`config.mk`:
```
export PLATFORM = sky130hd
export DESIGN_NAME = ram_rd_stream
export DESIGN_NICKNAME = d
export VERILOG_FILES = /design/src/rtl/ram_rd_stream.sv
export SDC_FILE = /design/constraint.sdc
export NUM_CORES = 1
export LEC_CHECK = 0
export ABC_AREA = 1
export CAP_MARGIN = 30
export CORE_MARGIN = 3
export CORE_UTILIZATION = 50
export CTS_BUF_LIST = sky130_fd_sc_hd__clkbuf_16
export CTS_CLUSTER_DIAMETER = 80
export DETAILED_ROUTE_END_ITERATION = 12
export GPL_ROUTABILITY_DRIVEN = 1
export PLACE_DENSITY = 0.87
export SYNTH_ARGS = -nofsm -noshare
export SYNTH_HDL_FRONTEND = slang
export SYNTH_SLANG_ARGS = --single-unit
export TNS_END_PERCENT = 20
```
`constraint.sdc`:
```
create_clock -name CK_i -period 2.4 [get_ports CK_i]
set_input_delay 0.36 -clock CK_i [delete_from_list [all_inputs] [get_ports CK_i]]
set_output_delay 0.36 -clock CK_i [all_outputs]
set_load 0.02 [all_outputs]
```
`src/rtl/ram_rd_stream.sv`:
```
// ram_rd_stream: streams a burst of words out of a RAM that has a fixed
// two-cycle read latency. Addresses are issued only while the 4-entry output
// FIFO plus the reads still in flight leave room. Because of that limit the
// FIFO can never overflow, even when the downstream stalls for a long time.
module ram_rd_stream #(
    parameter int C_DAT_W = 72,
    parameter int C_ADR_W = 10
) (
    input  logic               CK_i,
    input  logic               SRST_i,
    input  logic               START_i,
    input  logic [C_ADR_W-1:0] BASE_As_i,
    input  logic [C_ADR_W-1:0] LEN_i,
    output logic [C_ADR_W-1:0] RAs_o,
    input  logic [C_DAT_W-1:0] RDs_i,
    output logic [C_DAT_W-1:0] DAT_o,
    output logic               VLD_o,
    input  logic               RDY_i,
    output logic               BUSY_o,
    output logic               DONE_o
);

    typedef enum logic [1:0] {
        S_IDLE  = 2'd0,
        S_RUN   = 2'd1,
        S_DRAIN = 2'd2
    } state_t;

    state_t               state_q, state_d;
    logic [C_ADR_W-1:0]   adr_q, adr_d;     // next address to issue
    logic [C_ADR_W-1:0]   rem_q, rem_d;     // addresses left to issue, minus one
    logic [C_ADR_W-1:0]   ras_q, ras_d;     // last issued address, held on RAs_o
    logic [1:0]           vs_q, vs_d;       // in-flight read valids, bit 1 = data on RDs_i now
    logic [2:0]           occ_q, occ_d;     // FIFO occupancy 0..4
    logic [1:0]           wr_ptr_q, rd_ptr_q;
    logic                 done_q, done_d;
    logic [C_DAT_W-1:0]   fifo_q [4];

    logic [1:0]           inflight;
    logic [2:0]           outstanding;
    logic                 issue;
    logic                 fifo_wr;
    logic                 xfer;

    // Room check: buffered words plus reads still returning must stay below 4.
    always_comb begin
        inflight    = {1'b0, vs_q[0]} + {1'b0, vs_q[1]};
        outstanding = occ_q + {1'b0, inflight};
        issue       = (state_q == S_RUN) && (outstanding < 3'd4);
        fifo_wr     = vs_q[1];
        VLD_o       = (occ_q != 3'd0);
        xfer        = VLD_o && RDY_i;
    end

    // Next-state logic for the burst sequencer and its counters.
    always_comb begin
        state_d = state_q;
        adr_d   = adr_q;
        rem_d   = rem_q;
        ras_d   = ras_q;
        done_d  = 1'b0;
        vs_d    = {vs_q[0], issue};
        occ_d   = occ_q + {2'b00, fifo_wr} - {2'b00, xfer};
        case (state_q)
            S_IDLE: begin
                if (START_i) begin
                    state_d = S_RUN;
                    adr_d   = BASE_As_i;
                    rem_d   = LEN_i;
                end
            end
            S_RUN: begin
                if (issue) begin
                    ras_d = adr_q;
                    adr_d = adr_q + 1'b1;   // wraps naturally at 2**C_ADR_W
                    if (rem_q == '0) begin
                        state_d = S_DRAIN;
                    end else begin
                        rem_d = rem_q - 1'b1;
                    end
                end
            end
            S_DRAIN: begin
                // The last word leaves when the FIFO holds only it and nothing is returning.
                if (xfer && (occ_q == 3'd1) && (vs_q == 2'b00)) begin
                    state_d = S_IDLE;
                    done_d  = 1'b1;
                end
            end
            default: begin
                state_d = S_IDLE;
            end
        endcase
    end

    // Control registers; reset drops everything, including buffered data.
    always_ff @(posedge CK_i) begin
        if (SRST_i) begin
            state_q  <= S_IDLE;
            adr_q    <= '0;
            rem_q    <= '0;
            ras_q    <= '0;
            vs_q     <= '0;
            occ_q    <= '0;
            wr_ptr_q <= '0;
            rd_ptr_q <= '0;
            done_q   <= 1'b0;
        end else begin
            state_q  <= state_d;
            adr_q    <= adr_d;
            rem_q    <= rem_d;
            ras_q    <= ras_d;
            vs_q     <= vs_d;
            occ_q    <= occ_d;
            done_q   <= done_d;
            if (fifo_wr) begin
                wr_ptr_q <= wr_ptr_q + 2'd1;
            end
            if (xfer) begin
                rd_ptr_q <= rd_ptr_q + 2'd1;
            end
        end
    end

    // FIFO storage, one write-enabled register per entry.
    for (genvar gi = 0; gi < 4; gi++) begin : g_fifo
        always_ff @(posedge CK_i) begin
            if (fifo_wr && (wr_ptr_q == 2'(gi))) begin
                fifo_q[gi] <= RDs_i;
            end
        end
    end

    // The address goes out directly in the cycle it issues; otherwise the last one is held.
    always_comb begin
        RAs_o  = issue ? adr_q : ras_q;
        DAT_o  = VLD_o ? fifo_q[rd_ptr_q] : '0;
        BUSY_o = (state_q != S_IDLE);
        DONE_o = done_q;
    end

endmodule

```
==> results.tsv <==
stage	metric	value	unit
run_status	violations	setup timing	
yosys	synth_top_area_cell	edfxtp_1	
cells_and_area	nNetsFinal	1538	
yosys	ys_seq_area_frac	0.699	
yosys	synth_ff_type	edfxtp_1	
yosys	synth_common_cells	nor2_1 (350), edfxtp_1 (288), o21ai_0 (170), a21oi_1 (92), nand2_1 (90)	
worst_setup_path	critPathLaunchType	flop	
yosys	syn_area	13600	µm²
worst_setup_path	r2r_setup_slack	0.35	ns
worst_setup_path	critPathMaxStageDelay	0.33	ns
yosys	ys_ff_latch	332	
yosys	synth_edf_count	288	
die	die-area	29300	µm²
sta	finalHoldViolations	0	
yosys	yosys_warnings	0	
die	row_count	59	
worst_setup_path	path_cells	ha_4 > nand2_2 > nand2_2 > nand2_2 > nand2_2 > nand2_2 > nand2_4 > clkinvlp_4 > buf_6 > buf_6 > a21oi_2 > buf_4	
sta	max_slew_margin	0.596	
job	cap_violations	0	
yosys	synth_cell_types	36	
clock_tree	insertion_delay	0.51	ns
global_route	grt_usage	0.210	
die	die_x	171	µm
power	power_density	1060	nW/µm²
global_route	grt_pass1_vias	9726	
place	io_buffers	180	
cells_and_area	final_core_util	0.645	
worst_setup_path	crit_top_cell	nand2_2	
clock_tree	cts_hold_buf	0	
worst_setup_path	cp-end-kind	output pin	
worst_setup_path	cp_data_arrival_time	2.13	ns
yosys	synth_nets	1347	
sta	timing.final.ws_setup	-0.0911	ns
clock_tree	clock-root-buffer	clkbuf_16	
sta	rsz0062_at_grt	yes	
yosys	yosysMostFrequentCell	nor2_1	
place	placed_cells	1713	
drt	wl	32.7	mm
cells_and_area	area_growth	25.0	%
drt	vias	9807	
clock_tree	cts_buffers	36	
worst_setup_path	crit_path_max_fanout	7	
drt	drc_errors	0	
sta	min_period	2.49	ns
global_route	grt_pass1_wl	49.2	mm
worst_setup_path	crit_slowest_cell	dfxtp_2	
yosys	synth_cells	1241	
die	start_util	0.516	
worst_setup_path	cp.required	2.04	ns
drt	drtPass1Iterations	5	
sta	setup_violations	9	
drt	vias_per_cell	5.47	
power	p_leak	6.31	nW
yosys	ys_top_cells_by_area	edfxtp_1 (63%), nor2_1 (9.6%), dfxtp_1 (6.5%), o21ai_0 (6.2%), a21oi_1 (3.4%)	
die	ios	181	
drt	wire_per_inst	18.2	µm
worst_setup_path	path_buf_inv	4	
die	die_h	171	µm
yosys	ys_async_sr_fraction	0	
cells_and_area	drive_above_1_share	0.146	
sta	tightestPinTransition	0.606	ns
place	gp_congestion	0.830	
sta	timing.fmax	401	MHz
clock_tree	clk_pin_slew_worst_paths	0.06	ns
drt	drtIter0Drc	923	
power	peakVddDrop	691	µV
sta	period_share	1.04	
run_status	outcome	complete, but fails checks	
cells_and_area	fillers	1873	
place	dp_hpwl	18.1	mm
yosys	synth.top_cell.area_share	0.635	
sta	fin_worst_skew	0.0173	ns
clock_tree	cts_num_sinks	332	
drt	ant_nets	0	
hold_path	hold_path.class	reg -> reg	
sta	final_max_slew_viol_count	0	
global_route	antenna_found_initial	4	
die	core	26400	µm²
clock_tree	clk_path_buf_depth	3	
worst_setup_path	crit_family	buffers and inverters	
global_route	overflow	0	
clock_tree	h-tree-depth	2	
global_route	grt_max_degree	73	
clock_tree	cts_tree	done	
yosys	syn_area_per_cell	11.0	µm²
worst_setup_path	worstSetupPathType	reg -> out	
cells_and_area	layout.cells.non_filler	1794	
cell families after synthesis:
family | count (synthesis) | synth area share
compound gates | 278 | 0.105
flops | 332 | 0.699
fa+ha+maj | 10 | 0.00973
simple gates | 483 | 0.142
buf+inv | 137 | 0.0438
xor+xnor | 1 | 0.000643
layout by cell type, fill, tap and decap left out, types with 2 or more instances in the layout:
master and instances:
clkinv_1 9, clkdlybuf4s15_2 9, dfxtp_2 4, a21oi_1 81, inv_1 69, nand2_4 4
nand2_2 5, edfxtp_1 288, nor2_2 2, buf_4 25, clkbuf_16 40, buf_12 13
nor2_4 3, clkbuf_2 51, buf_6 8, a21oi_2 12, a211oi_1 10, bufinv_16 3
o21ai_1 2, nand2_1 86, buf_16 3, clkdlybuf4s50_1 97, dlygate4sd2_1 2, diode_2 2
inv_4 2, nand3_1 20, ha_1 8, nand4_1 4, o21ai_0 169, buf_2 9
inv_2 3, nor3_1 3, dfxtp_1 39, nor2_1 349, clkinv_2 6, nand3_2 2
nand3b_1 2, clkinvlp_4 2
worst reg2reg max path, stage by stage (launching register included):
cell and delay, ns:
dfxtp_1 0.34, nor2_1 0.14, inv_1 0.10, nor2_4 0.14, nor2_1 0.07, ha_1 0.26
inv_1 0.06, ha_1 0.14, inv_1 0.05, fa_1 0.39, and3_1 0.18, nor3_1 0.11
layer usage:
layer	share of wire	up-vias	GRT usage
met3	0.086	73	0.0520
met2	0.50	404	0.372
met1	0.38	4676	0.252
li1	-	4648	-
met4	0.024	6	0.0717
met5	0.0013	-	0
worst paths after layout:
path,to,depth (start not counted),start
max,RAs_o[4],12,occ_q[0]$_SDFF_PP0_
max reg2reg,occ_q[2]$_SDFF_PP0_,11,occ_q[2]$_SDFF_PP0_
min reg2reg,flop,2,rd_ptr_q[1]$_SDFFE_PP0P_
min,flop,2,rd_ptr_q[1]$_SDFFE_PP0P_
per-stage QoR:
stage / hold slack (ns) / setup slack [ns] / cell area, µm² / TNS (ns) / total power, mW
floorplan: 0.421 / -0.00387 / 13600 / -0.279 / 10.3
global placement: 0.427 / 0.0310 / 15900 / 0 / 12.8
detailed placement: 0.450 / -0.0307 / 15900 / -0.148 / 12.9
CTS: 0.459 / -0.143 / 17100 / -0.489 / 17.8
global route: 0.471 / -0.209 / 17000 / -2.09 / 18.9
finish: 0.462 / -0.0911 / 17000 / -0.410 / 18.0
repair_timing:
action                                  4_1_cts  5_1_grt
cloned                                        0        5
endpoints found under the hold margin         0        0
gates resized for setup                     205      117
endpoints found under the setup margin       83       83
pin swaps                                     6       13
setup buffers                                 8        4
report_power, final:
group / total (mW) / switching (mW) / internal [mW]
Combinational: 6.11 / 3.92 / 2.19
Clock: 5.11 / 2.07 / 3.04
Sequential: 6.78 / 0.236 / 6.55
state kept, by name, summed over array words and instances, names as in the netlist, named ones only:
signal,count
DONE_o,1
vs_q,2
rem_q,10
adr_q,10
state_q,2
rd_ptr_q,2
fifo_q,288
wr_ptr_q,2
ras_q,10
occ_q,3
layout make-up:
class / instances / area (µm²) / area share
Timing Repair Buffer: 221 / 2110 / 0.124
Clock inverter: 27 / 201 / 0.0118
Tap cell: 335 / 419 / 0.0246
Clock buffer: 36 / 901 / 0.0529
Multi-Input combinational cell: 772 / 3580 / 0.210
Antenna cell: 2 / 5.00 / 0.000294
Sequential cell: 332 / 9540 / 0.560
Inverter: 69 / 275 / 0.0162
Note: power is estimated with default switching activity, not from simulation.
